[src/rtl/pcie_legacyint_ctrl_if.sv]
// rtl/pcie_legacyint_ctrl_if.sv - interrupt source and INTx message bundle
interface pcie_legacyint_ctrl_if #(
  parameter int NUM_SRC = 4
);
  logic [NUM_SRC-1:0] irq_i;
  logic [NUM_SRC-1:0] irq_mask_i;
  logic               intx_disable_i;
  logic               msg_req_o;
  logic               msg_assert_o;
  logic               msg_ack_i;
  logic [1:0]         state_o;
  logic               intx_asserted_o;
  logic               int_status_o;

  modport slave (
    input  irq_i, irq_mask_i, intx_disable_i, msg_ack_i,
    output msg_req_o, msg_assert_o, state_o, intx_asserted_o, int_status_o
  );

  modport master (
    output irq_i, irq_mask_i, intx_disable_i, msg_ack_i,
    input  msg_req_o, msg_assert_o, state_o, intx_asserted_o, int_status_o
  );
endinterface

[src/rtl/pcie_legacyint_ctrl.sv]
// rtl/pcie_legacyint_ctrl.sv - PCIe INTx virtual-wire sequencer
module pcie_legacyint_ctrl #(
  parameter int NUM_SRC = 4,
  parameter int HOLDOFF = 8
) (
  input  logic                  clk_i,
  input  logic                  rst_i,
  pcie_legacyint_ctrl_if.slave  bus
);

  typedef enum logic [1:0] {
    IDLE          = 2'd0,
    SEND_ASSERT   = 2'd1,
    ASSERTED      = 2'd2,
    SEND_DEASSERT = 2'd3
  } state_e;

  localparam logic [7:0] HOLDOFF_LD = 8'(HOLDOFF);

  state_e             state_q, state_d;
  logic [NUM_SRC-1:0] src_q;
  logic [7:0]         holdoff_q, holdoff_d;
  logic               pending;

  assign pending = (|src_q) & ~bus.intx_disable_i;

  always_ff @(posedge clk_i) begin
    if (rst_i) begin
      state_q   <= IDLE;
      src_q     <= '0;
      holdoff_q <= '0;
    end else begin
      state_q   <= state_d;
      src_q     <= bus.irq_i & ~bus.irq_mask_i;
      holdoff_q <= holdoff_d;
    end
  end

  // Requests are never retracted: only an ack leaves a SEND_* state.
  always_comb begin
    state_d   = state_q;
    holdoff_d = (holdoff_q != 8'd0) ? holdoff_q - 8'd1 : 8'd0;
    case (state_q)
      IDLE:          if (pending && holdoff_q == 8'd0) state_d = SEND_ASSERT;
      SEND_ASSERT:   if (bus.msg_ack_i) state_d = ASSERTED;
      ASSERTED:      if (!pending) state_d = SEND_DEASSERT;
      SEND_DEASSERT: if (bus.msg_ack_i) begin
        state_d   = IDLE;
        holdoff_d = HOLDOFF_LD;
      end
      default:       state_d = IDLE;
    endcase
  end

  always_comb begin
    bus.msg_req_o       = 1'b0;
    bus.msg_assert_o    = 1'b0;
    bus.intx_asserted_o = 1'b0;
    bus.state_o         = state_q;
    bus.int_status_o    = |src_q;
    case (state_q)
      SEND_ASSERT: begin
        bus.msg_req_o    = 1'b1;
        bus.msg_assert_o = 1'b1;
      end
      ASSERTED:    bus.intx_asserted_o = 1'b1;
      SEND_DEASSERT: begin
        bus.msg_req_o       = 1'b1;
        bus.intx_asserted_o = 1'b1;
      end
      default: ;
    endcase
  end

endmodule

[src/flat_wrapper.sv]
// flat-port wrapper written by rule: the top's interface ports become plain ports
module pcie_legacyint_ctrl_flat 
#(
  parameter int NUM_SRC = 4,
  parameter int HOLDOFF = 8
)
  (clk_i, rst_i, bus_irq_i, bus_irq_mask_i, bus_intx_disable_i, bus_msg_ack_i, bus_msg_req_o, bus_msg_assert_o, bus_state_o, bus_intx_asserted_o, bus_int_status_o);
  pcie_legacyint_ctrl_if #(.NUM_SRC(NUM_SRC)) bus_i ();
  input  logic clk_i;
  input  logic rst_i;
  input wire logic [$bits(bus_i.irq_i)-1:0] bus_irq_i;
  input wire logic [$bits(bus_i.irq_mask_i)-1:0] bus_irq_mask_i;
  input wire logic [$bits(bus_i.intx_disable_i)-1:0] bus_intx_disable_i;
  input wire logic [$bits(bus_i.msg_ack_i)-1:0] bus_msg_ack_i;
  output wire logic [$bits(bus_i.msg_req_o)-1:0] bus_msg_req_o;
  output wire logic [$bits(bus_i.msg_assert_o)-1:0] bus_msg_assert_o;
  output wire logic [$bits(bus_i.state_o)-1:0] bus_state_o;
  output wire logic [$bits(bus_i.intx_asserted_o)-1:0] bus_intx_asserted_o;
  output wire logic [$bits(bus_i.int_status_o)-1:0] bus_int_status_o;
  assign bus_i.irq_i = bus_irq_i;
  assign bus_i.irq_mask_i = bus_irq_mask_i;
  assign bus_i.intx_disable_i = bus_intx_disable_i;
  assign bus_i.msg_ack_i = bus_msg_ack_i;
  assign bus_msg_req_o = bus_i.msg_req_o;
  assign bus_msg_assert_o = bus_i.msg_assert_o;
  assign bus_state_o = bus_i.state_o;
  assign bus_intx_asserted_o = bus_i.intx_asserted_o;
  assign bus_int_status_o = bus_i.int_status_o;
  pcie_legacyint_ctrl #(.NUM_SRC(NUM_SRC), .HOLDOFF(HOLDOFF)) u_core (.clk_i(clk_i), .rst_i(rst_i), .bus(bus_i));
endmodule
[config.mk]
export PLATFORM = sky130hd
export DESIGN_NAME = pcie_legacyint_ctrl_flat
export DESIGN_NICKNAME = d
export VERILOG_FILES = /design/src/rtl/pcie_legacyint_ctrl_if.sv /design/src/rtl/pcie_legacyint_ctrl.sv /design/src/flat_wrapper.sv
export SDC_FILE = /design/constraint.sdc
export NUM_CORES = 1
export LEC_CHECK = 0
export ABC_AREA = 1
export CAP_MARGIN = 30
export CORE_ASPECT_RATIO = 1.25
export CORE_MARGIN = 2
export CORE_UTILIZATION = 30
export CTS_CLUSTER_DIAMETER = 200
export CTS_CLUSTER_SIZE = 30
export DETAILED_ROUTE_END_ITERATION = 16
export GPL_ROUTABILITY_DRIVEN = 0
export GPL_TIMING_DRIVEN = 0
export PLACE_DENSITY = 0.53
export SETUP_SLACK_MARGIN = 0.3
export SLEW_MARGIN = 20
export SYNTH_ARGS = -nofsm -noshare
export SYNTH_HDL_FRONTEND = slang
export SYNTH_SLANG_ARGS = --single-unit
export TNS_END_PERCENT = 1
[constraint.sdc]
create_clock -name clk_i -period 1.7 [get_ports clk_i]
set_input_delay 0.51 -clock clk_i [delete_from_list [all_inputs] [get_ports clk_i]]
set_output_delay 0.51 -clock clk_i [all_outputs]
set_load 0.02 [all_outputs]
==> key figures, run 1 <==
Pwr
  • Maximum vdd drop: 0.853 mV
  • Total Power: around 1.8 mW
  • Pwr Density: about 1800 nW/um2
  • Leakage power: 0.460 nW

Floorplanning
  • Die W: roughly 47 um
  • Core footprint: 2210 um2
  • Num rows: 19
  • Die Area: roughly 2800 um2
  • Initial core utilization: between 30% and 40%
  • Die height: about 60 um
  • Num ports: 18

Yosys
  • Largest area contributor in the netlist: dfxtp_1
  • Area contributors post-synth: dfxtp_1, ha_1, nand2_1
  • Avg Synthesized Cell Area: about 7.7 um2
  • Post-synthesis cell type count: 16
  • Post-synthesis cell count: 92
  • Post-synth top area share: around two fifths
  • Synthesized area: approximately 700 um2
  • Seq cells post-synth: 14
  • Ys Warns: 0
  • Sequential fraction of the synthesis area: around two fifths
  • Synth Net Count: 111

Placement
  • Hpwl dp: about 1100 um
  • Pre-CTS setup slack: -0.184 ns
  • Placed Area: between 900 and 1000 um2
  • Buffers on Ports: 17

Routing
  • WL/cell: between 9 and 10 um
  • Drt first-iter violations: 3
  • Vias: 610
  • Final WL: ~1300 um
  • # DRC: 0
  • Remaining antenna violation count: 0
  • Pre-antenna DRT Iters: 4
  • Via density: about 4.2

Layout
  • Final Instance Area: a little over 1000 um2
  • Diode count: 0
  • Commonest non-fill, non-tap cell in the layout: nand2_1
  • Register Area: between 200 and 300 um2
  • Area of the multi-input gates: ~430 um2
  • Final #Nets: 134
  • Most frequent cells in the layout: nand2_1, nor2_1, clkdlybuf4s50_1, dfxtp_1, inv_1
  • Fraction of layout instances using a drive strength above 1: approximately 28%
  • Synth-to-layout area growth: 43.7%
  • Core Util, Final: 46.0%
  • Fillers: between 200 and 250

Worst setup path
  • Crit path launch type: flop
  • Critical Path Fanout Max: 5
  • CP Class: flop to output port
  • Worst endpoint data arrival time: around 1.3 ns
  • Critical path data required time: 1.19 ns
  • Crit end category: output port

Clocking
  • H-tree depth: 1
  • Clock sink count: 14
  • Clock-pin slew on the worst setup and hold paths: approximately 0.090 ns
  • CTS Hold Bufs: 0
  • CTS max path bufs: 2
  • CTS Root Cell: clkbuf_4
  • Worst-Skew Late Latency: 0.28 ns
  • CTS buffer count: 3
  • CTS tree: done

Timing
  • Final max-slew violation count: 0
  • Setup WS post-layout: -0.0725 ns
  • Final setup fails: 3
  • RSZ-0062 raised after global routing: yes
  • Max_slew headroom: between 80% and 90%
  • Worst Tran Pin Value: ~0.25 ns
  • Fin crit period: 1.77 ns
  • Hold Vio Cnt, Final: 0
  • Max Clk Rate: between 500 and 600 MHz
  • Tcrit/Tclk final: 104%
  • Clk_skew: around 0.007 ns

Run status
  • Status: finished, violations left
  • Failing checks: negative setup slack

GRT
  • Pin count of the biggest net entering global routing: 9
  • Initial antenna violation count: 0
  • Overflow after GRT: 0
  • Vias in the first global route: 573
  • Overall Global Routing Usage: about 11%
  • First-pass GRT wire length: ~2200 um

Flow run
  • Max cap viols: 0

Worst hold path
  • Min-delay worst type: flop to flop
critical path, cell delays in order, from the launching register on:
cell	delay (ns)
dfxtp_4	0.37
buf_6	0.12
ha_4	0.14
or2_4	0.23
buf_6	0.13
stage by stage:
stage                     hold WS (ns)  instances  setup TNS (ns)
after floorplan                  0.393         92               0
after global placement           0.404        140          -0.364
after detailed placement         0.410        140          -0.375
after CTS                        0.424        145          -0.275
after global routing             0.453        145          -0.248
final                            0.417        145          -0.132
Yosys cell counts (all sizes together):
library cell  count
a21oi             4
dfxtp            14
ha                7
inv              13
nand2            18
nand3             7
nand4             1
nor2             20
nor3              1
or2               2
xnor2             2
xor2              3
layout make-up:
cell class,instances,share of cell area (%)
sequential,14,28.4
clock buffer,4,3.57
multi-input combinational,65,41.9
tap,31,3.82
inverter,13,4.80
timing repair buffer,18,17.5
sequential cells by signal (all words and copies together), names as in the netlist:
signal / flops
u_core.holdoff_q: 8
u_core.bus.state_o: 2
u_core.src_q: 4
cells by family (layout without fill, tap and decap cells):
group / count (synthesis) / after routing / synth area share, %
AND/OR/NAND/NOR: 49 / 49 / 32.0
AO/OA/AOI/OAI: 4 / 4 / 2.83
buffers and inverters: 13 / 35 / 6.90
flip-flops: 14 / 14 / 39.6
XOR/XNOR: 5 / 5 / 6.20
adder cells (fa/ha/maj): 7 / 7 / 12.4
worst paths after layout:
| check | from | endpoint | slack (ns) | cells past startpoint |
|---|---|---|---|---|
| max reg2reg | u_core.bus.state_o[0]$_SDFFE_PP0P_ | u_core.bus.state_o[1]$_SDFFE_PP0P_ | 0.38 | 9 |
| min | u_core.holdoff_q[0]$_SDFF_PP0_ | u_core.holdoff_q[0]$_SDFF_PP0_ | 0.42 | 1 |
| max | u_core.bus.state_o[0]$_SDFFE_PP0P_ | bus_msg_req_o | -0.07 | 4 |
| min reg2reg | u_core.holdoff_q[0]$_SDFF_PP0_ | u_core.holdoff_q[0]$_SDFF_PP0_ | 0.42 | 1 |
where the power goes:
part / internal (mW) / total, mW / switching (mW)
clock: 0.130 / 0.240 / 0.110
combinational: 0.450 / 0.997 / 0.547
sequential: 0.450 / 0.547 / 0.0966
routing by layer:
layer | vias up | global-route usage, % | share of wire (%)
met5 | - | 0 | 0
met4 | 0 | 5.95 | 1.2
met3 | 2 | 1.87 | 3.6
met2 | 12 | 18.3 | 53
met1 | 270 | 12.8 | 43
li1 | 326 | - | -
timing repair:
item	CTS	global route
buffers inserted	1	0
endpoints found under the hold margin	0	0
gates resized for setup	25	7
pin swaps	2	5
endpoints found under the setup margin	6	8
Note: power is estimated with default switching activity, not from simulation.
==> run 2: changes to the inputs <==
--- a/config.mk
+++ b/config.mk
@@ -7,15 +7,16 @@
 export LEC_CHECK = 0
 export ABC_AREA = 1
 export CAP_MARGIN = 30
-export CORE_ASPECT_RATIO = 1.25
 export CORE_MARGIN = 2
-export CORE_UTILIZATION = 30
+export CORE_UTILIZATION = 46
 export CTS_CLUSTER_DIAMETER = 200
 export CTS_CLUSTER_SIZE = 30
 export DETAILED_ROUTE_END_ITERATION = 16
 export GPL_ROUTABILITY_DRIVEN = 0
 export GPL_TIMING_DRIVEN = 0
-export PLACE_DENSITY = 0.53
+export PLACE_DENSITY = 0.76
+export RECOVER_POWER = 25
+export REMOVE_ABC_BUFFERS = 1
 export SETUP_SLACK_MARGIN = 0.3
 export SLEW_MARGIN = 20
 export SYNTH_ARGS = -nofsm -noshare
==> run 2 against run 1 <==
Net effect: the run still ends with negative setup slack left; clock power up 2%; sequential power up 3.7%; critical path depth unchanged; hold slack worse by 0.0037 ns; worst setup slack better by 0.0069 ns; sequential share of layout area down 0.68 points; register-to-register slack worse by 0.16 ns; critical endpoint unchanged; combinational power up 8%; final cell count down 8.3%; highest routed layer unchanged; largest power group unchanged; power up 6.0%; count of clock-buffer cells in the layout unchanged.
==> key figures, run 2 (synthesis results as in run 1) <==
Timing
  • Setup WS post-layout: -0.0656 ns (was -0.0725 ns)
  • Fin crit period: 1.77 ns (about the same)
  • Max Clk Rate: 566 MHz (was 564 MHz)
  • Worst Tran Pin Value: 0.246 ns (was 0.251 ns)
  • Final setup fails: 3 (unchanged)
  • Worst hold margin: 0.413 ns (was 0.417 ns)
  • Tcrit/Tclk final: 104% (about the same)
  • RSZ-0062 raised after global routing: yes (unchanged)
  • Setup_tns: -0.138 ns (was -0.132 ns)
  • Final max-slew violation count: 0 (unchanged)
  • Hold Vio Cnt, Final: 0 (unchanged)
  • Max_slew headroom: 83.5% (was 83.2%)
  • Clk_skew: 0.0118 ns (was 0.00698 ns)

Layout
  • Fraction of layout instances using a drive strength above 1: 31.6% (was 28.1%)
  • Diode count: 0 (unchanged)
  • Final Instance Area: 1050 um2 (was 1020 um2)
  • Final #Nets: 137 (was 134)
  • Core Util, Final: 71.3% (was 46.0%)
  • Most frequent cells in the layout: nand2_1, nor2_1, inv_1, clkdlybuf4s50_1, dfxtp_1 (was nand2_1, nor2_1, clkdlybuf4s50_1, dfxtp_1, inv_1)
  • Fillers: 119 (was 232)
  • Synth-to-layout area growth: 48.5% (was 43.7%)
  • Commonest non-fill, non-tap cell in the layout: nand2_1 (unchanged)
  • Max reg flops: 8 (unchanged)
  • Largest register by flop count: u_core.holdoff_q (unchanged)

Floorplanning
  • Die height: 43.2 um (was 58.3 um)
  • Initial core utilization: 48.0% (was 32.0%)
  • Core footprint: 1470 um2 (was 2210 um2)
  • Die W: 43.2 um (was 47.4 um)
  • Die Area: 1870 um2 (was 2760 um2)
  • Num rows: 14 (was 19)
  • Num ports: 18 (unchanged)

Pwr
  • Pwr Density: 1800 nW/um2 (was 1760 nW/um2)
  • Leakage power: 0.483 nW (was 0.460 nW)
  • Maximum vdd drop: 1.00 mV (was 0.853 mV)

Worst setup path
  • Critical Path Fanout Max: 5 (unchanged)
  • Worst endpoint data arrival time: 1.26 ns (about the same)
  • Worst setup path startpoint: u_core.bus.state_o[1]$_SDFFE_PP0P_ (was u_core.bus.state_o[0]$_SDFFE_PP0P_)
  • Critical path data required time: 1.19 ns (about the same)
  • Sequence of cells on the critical path: inv_4, ha_4, or2_4, buf_6 (was buf_6, ha_4, or2_4, buf_6)
  • Crit path buffers/inverters: 2 (unchanged)
  • Crit end category: output port (unchanged)
  • Worst r2r src: u_core.bus.state_o[1]$_SDFFE_PP0P_ (was u_core.bus.state_o[0]$_SDFFE_PP0P_)
  • CP Class: flop to output port (unchanged)
  • Crit-path leading delay family: flip-flops (unchanged)
  • Max incr delay on CP: 0.42 ns (was 0.37 ns)
  • Crit path max-delay cell type: dfxtp_4 (unchanged)
  • Crit path launch type: flop (unchanged)

Routing
  • # DRC: 0 (unchanged)
  • Remaining antenna violation count: 0 (unchanged)
  • Final WL: 1550 um (was 1330 um)
  • Vias: 637 (was 610)
  • WL/cell: 11.6 um (was 9.20 um)
  • Pre-antenna DRT Iters: 3 (was 4)
  • Drt first-iter violations: 3 (unchanged)
  • Via density: 4.79 (was 4.21)

Clocking
  • CTS buffer count: 3 (unchanged)
  • CTS max path bufs: 2 (unchanged)
  • H-tree depth: 1 (unchanged)
  • Worst-Skew Late Latency: 0.28 ns (about the same)
  • CTS tree: done (unchanged)
  • Clock-pin slew on the worst setup and hold paths: 0.10 ns (was 0.09 ns)
  • Clock sink count: 14 (unchanged)
  • CTS Hold Bufs: 0 (unchanged)
  • CTS Root Cell: clkbuf_4 (unchanged)

Placement
  • Hpwl dp: 984 um (was 1070 um)
  • Placed Area: 897 um2 (was 943 um2)
  • Buffers on Ports: 17 (unchanged)

GRT
  • Overall Global Routing Usage: 19.0% (was 11.0%)
  • Pin count of the biggest net entering global routing: 9 (unchanged)
  • Overflow after GRT: 0 (unchanged)
  • First-pass GRT wire length: 2620 um (was 2200 um)
  • Vias in the first global route: 625 (was 573)
  • Initial antenna violation count: 0 (unchanged)

Worst hold path
  • Hold path start: u_core.holdoff_q[0]$_SDFF_PP0_ (unchanged)
  • Min-delay worst type: flop to flop (unchanged)

Run status
  • Failing checks: negative setup slack (unchanged)
  • Status: finished, violations left (unchanged)

Flow run
  • Max cap viols: 0 (unchanged)
==> run 2: changes by cell type in the layout (fill, tap and decap cells not counted), sizes merged <==
cell / delta
clkbuf: -1
clkdlybuf4s50: -1
dlygate4sd3: +1
dlygate4sd2: +1
buf: +3
==> run 2: repair_timing <==
item | CTS | global route
setup buffers | 4 | 0
pin swaps | 9 | 8
resized for setup | 39 | 9
hold endpoints to repair | 0 | 0
setup endpoints to repair | 8 | 8
==> run 2: path summary, 6_finish.rpt <==
check	to	slack, ns	cells past startpoint
worst max register to register	u_core.bus.state_o[0]$_SDFFE_PP0P_	0.22	10
worst min-delay path	u_core.holdoff_q[0]$_SDFF_PP0_	0.41	1
worst max-delay path	bus_msg_req_o	-0.07	4
worst min register to register	u_core.holdoff_q[0]$_SDFF_PP0_	0.41	1
==> run 2: worst reg2reg max path, stage by stage (launching register included) <==
cell and delay [ns]:
dfxtp_4 0.42, inv_4 0.05, ha_4 0.15, or2_4 0.23
buf_4 0.13, nand2_1 0.07, nand2_1 0.07, inv_2 0.10
nand3_2 0.07, nand2_1 0.06, nor2_1 0.04
==> run 2: cell type report <==
| class | instances | area [um2] | share of cell area, % |
|---|---|---|---|
| Sequential cell | 14 | 292 | 27.8 |
| Tap cell | 16 | 20.0 | 1.91 |
| Clock buffer | 4 | 36.3 | 3.46 |
| Multi-Input combinational cell | 65 | 448 | 42.7 |
| Timing Repair Buffer | 21 | 200 | 19.1 |
| Inverter | 13 | 53.8 | 5.13 |
==> run 2: per-stage QoR <==
stage               std cells  power (mW)  worst slack, ns
floorplan                  92        1.20          0.00284
global placement          125        1.43           -0.345
detailed placement        125        1.45           -0.383
CTS                       133        1.83          -0.0555
global route              133        2.07           -0.106
finish                    133        1.89          -0.0656
==> run 2: where the power goes <==
part	switching [mW]	total (mW)	leakage, nW	internal (mW)
registers	0.116	0.567	0.118	0.451
logic	0.586	1.08	0.344	0.493
clock network	0.114	0.244	0.0210	0.130
total	0.816	1.89	0.483	1.07
==> run 2: metal layers <==
metal	GRT usage [%]	vias up	wire [um]
met4	10.9	0	56
met1	21.3	287	634
met5	0	-	0
met2	32.5	15	793
li1	-	329	-
met3	3.83	6	62
==> run 3: changes to the inputs <==
==> constraint.sdc (replaced) <==
create_clock -name clk_i -period 1.9 [get_ports clk_i]
set_input_delay 0.57 -clock clk_i [delete_from_list [all_inputs] [get_ports clk_i]]
set_output_delay 0.57 -clock clk_i [all_outputs]
set_load 0.02 [all_outputs]
==> run 3 against run 2 <==
Net effect: the flow now finishes without violations; sequential share of layout area up 1.8 points; worst setup slack improved by 0.099 ns; flip-flop and latch count is the same; utilization is 5.3 points lower.
==> key figures, run 3 (synthesis results as in run 1) <==
Worst setup path
  • Crit end category: output port (unchanged)
  • CP Class: flop to output port (unchanged)
  • Critical path data required time: 1.33 ns (was 1.19 ns)
  • Crit path launch type: flop (unchanged)
  • Worst endpoint data arrival time: 1.30 ns (was 1.26 ns)
  • Critical Path Fanout Max: 5 (unchanged)

Clocking
  • CTS max path bufs: 2 (unchanged)
  • Clock-pin slew on the worst setup and hold paths: 0.11 ns (was 0.10 ns)
  • CTS tree: done (unchanged)
  • Worst-Skew Late Latency: 0.28 ns (about the same)
  • CTS Root Cell: clkbuf_4 (unchanged)
  • H-tree depth: 1 (unchanged)
  • CTS buffer count: 3 (unchanged)
  • CTS Hold Bufs: 0 (unchanged)
  • Clock sink count: 14 (unchanged)

Routing
  • Drt first-iter violations: 7 (was 3)
  • Vias: 602 (was 637)
  • Remaining antenna violation count: 0 (unchanged)
  • Final WL: 1340 um (was 1550 um)
  • WL/cell: 10.3 um (was 11.6 um)
  • Pre-antenna DRT Iters: 4 (was 3)
  • # DRC: 0 (unchanged)
  • Via density: 4.63 (was 4.79)

GRT
  • Overall Global Routing Usage: 15.8% (was 19.0%)
  • Initial antenna violation count: 0 (unchanged)
  • Overflow after GRT: 0 (unchanged)
  • Pin count of the biggest net entering global routing: 9 (unchanged)
  • First-pass GRT wire length: 2210 um (was 2620 um)
  • Vias in the first global route: 557 (was 625)

Layout
  • Largest register by flop count: u_core.holdoff_q (unchanged)
  • Synth-to-layout area growth: 37.5% (was 48.5%)
  • Core Util, Final: 66.1% (was 71.3%)
  • Final #Nets: 134 (was 137)
  • Fillers: 140 (was 119)
  • Diode count: 0 (unchanged)
  • Max reg flops: 8 (unchanged)
  • Most frequent cells in the layout: nor2_1, nand2_1, dfxtp_1 (was nand2_1, nor2_1, inv_1, clkdlybuf4s50_1, dfxtp_1)
  • Commonest non-fill, non-tap cell in the layout: nor2_1 (was nand2_1)
  • Fraction of layout instances using a drive strength above 1: 19.3% (was 31.6%)

Floorplanning
  • Core footprint: 1470 um2 (unchanged)
  • Die Area: 1870 um2 (unchanged)
  • Num ports: 18 (unchanged)
  • Num rows: 14 (unchanged)
  • Die W: 43.2 um (unchanged)
  • Initial core utilization: 48.0% (unchanged)
  • Die height: 43.2 um (unchanged)

Pwr
  • Sw Ratio: 42.4% (was 43.2%)
  • Leakage power: 0.469 nW (was 0.483 nW)
  • Maximum vdd drop: 0.670 mV (was 1.00 mV)
  • Pwr Density: 1620 nW/um2 (was 1800 nW/um2)
  • Comb pwr share: 54.6% (was 57.1%)
  • NetSw: 0.666 mW (was 0.816 mW)
  • Total Power: 1.57 mW (was 1.89 mW)
  • Design internal power: 0.906 mW (was 1.07 mW)
  • Clk pwr share: 14.1% (was 12.9%)
  • Sequential power share: 31.3% (was 30.0%)

Timing
  • Fin crit period: 1.87 ns
  • Clk_skew: 0.0163 ns (was 0.0118 ns)
  • Final setup fails: 0 (was 3)
  • Tcrit/Tclk final: a little under 100%
  • Hold Vio Cnt, Final: 0 (unchanged)
  • RSZ-0062 raised after global routing: yes (unchanged)
  • Final max-slew violation count: 0 (unchanged)
  • Max Clk Rate: 536 MHz
  • Max_slew headroom: 83.4% (was 83.5%)
  • Worst Tran Pin Value: 0.247 ns (was 0.246 ns)

Placement
  • Hpwl dp: 984 um (unchanged)
  • Buffers on Ports: 17 (unchanged)

Run status
  • Status: finished, final reports clean (was finished, violations left)

Flow run
  • Max cap viols: 0 (unchanged)

Worst hold path
  • Min-delay worst type: flop to flop (unchanged)
## run 3: changes by cell type in the layout (fill, tap and decap cells not counted), sizes merged
cell          delta
dlymetal6s2s     +1
buf              -4
## run 3: final cells by class
cell class                      instances  area, um2  area share [%]
Clock buffer                            4       36.3            3.73
Sequential cell                        14        288            29.6
Inverter                               13       53.8            5.53
Multi-Input combinational cell         65        395            40.7
Timing Repair Buffer                   18        179            18.4
Tap cell                               16       20.0            2.06
## run 3: final timing paths
check / from / endpoint / slack, ns / depth (start not counted)
worst max-delay path: u_core.bus.state_o[1]$_SDFFE_PP0P_ / bus_msg_req_o / 0.03 / 4
worst min-delay path: u_core.holdoff_q[0]$_SDFF_PP0_ / u_core.holdoff_q[0]$_SDFF_PP0_ / 0.41 / 1
worst max register to register: u_core.bus.state_o[1]$_SDFFE_PP0P_ / u_core.bus.state_o[0]$_SDFFE_PP0P_ / 0.36 / 10
worst min register to register: u_core.holdoff_q[0]$_SDFF_PP0_ / u_core.holdoff_q[0]$_SDFF_PP0_ / 0.41 / 1
## run 3: metrics by stage
stage / area (um2) / setup WS [ns] / TNS [ns] / hold WS, ns / std cells
after floorplan: 707 / 0.143 / 0 / 0.393 / 92
after detailed placement: 897 / -0.243 / -0.346 / 0.403 / 125
after global routing: 972 / -0.00224 / -0.00224 / 0.433 / 130
after global placement: 897 / -0.205 / -0.300 / 0.402 / 125
final: 972 / 0.0329 / 0 / 0.413 / 130
after CTS: 953 / 0.0482 / 0 / 0.415 / 129
## run 3: worst max-delay path, stage by stage (launching register included)
cell and delay, ns:
dfxtp_4 0.40, inv_4 0.05, ha_2 0.17, or2_1 0.25
buf_6 0.14
## run 3: layer usage
| layer | global-route usage, % | vias up | share of wire [%] |
|---|---|---|---|
| met4 | 7.27 | 0 | 1.6 |
| met1 | 18.2 | 263 | 44 |
| met3 | 3.40 | 2 | 4.3 |
| met2 | 27.5 | 11 | 50 |
| li1 | - | 326 | - |
| met5 | 0 | - | 0 |
## run 3: repair_timing
item / 4_1_cts / 5_1_grt
setup endpoints to repair: 6 / 6
setup buffers: 0 / 1
pin swaps: 0 / 1
resized for setup: 24 / 5
## run 3: power groups by stage
stage	logic (mW)	registers (mW)	clock network, mW
after floorplan	0.589	0.484	0
after global placement	0.805	0.470	0
after detailed placement	0.827	0.473	0
after CTS	0.839	0.488	0.216
after global routing	0.980	0.509	0.232
final	0.858	0.493	0.222
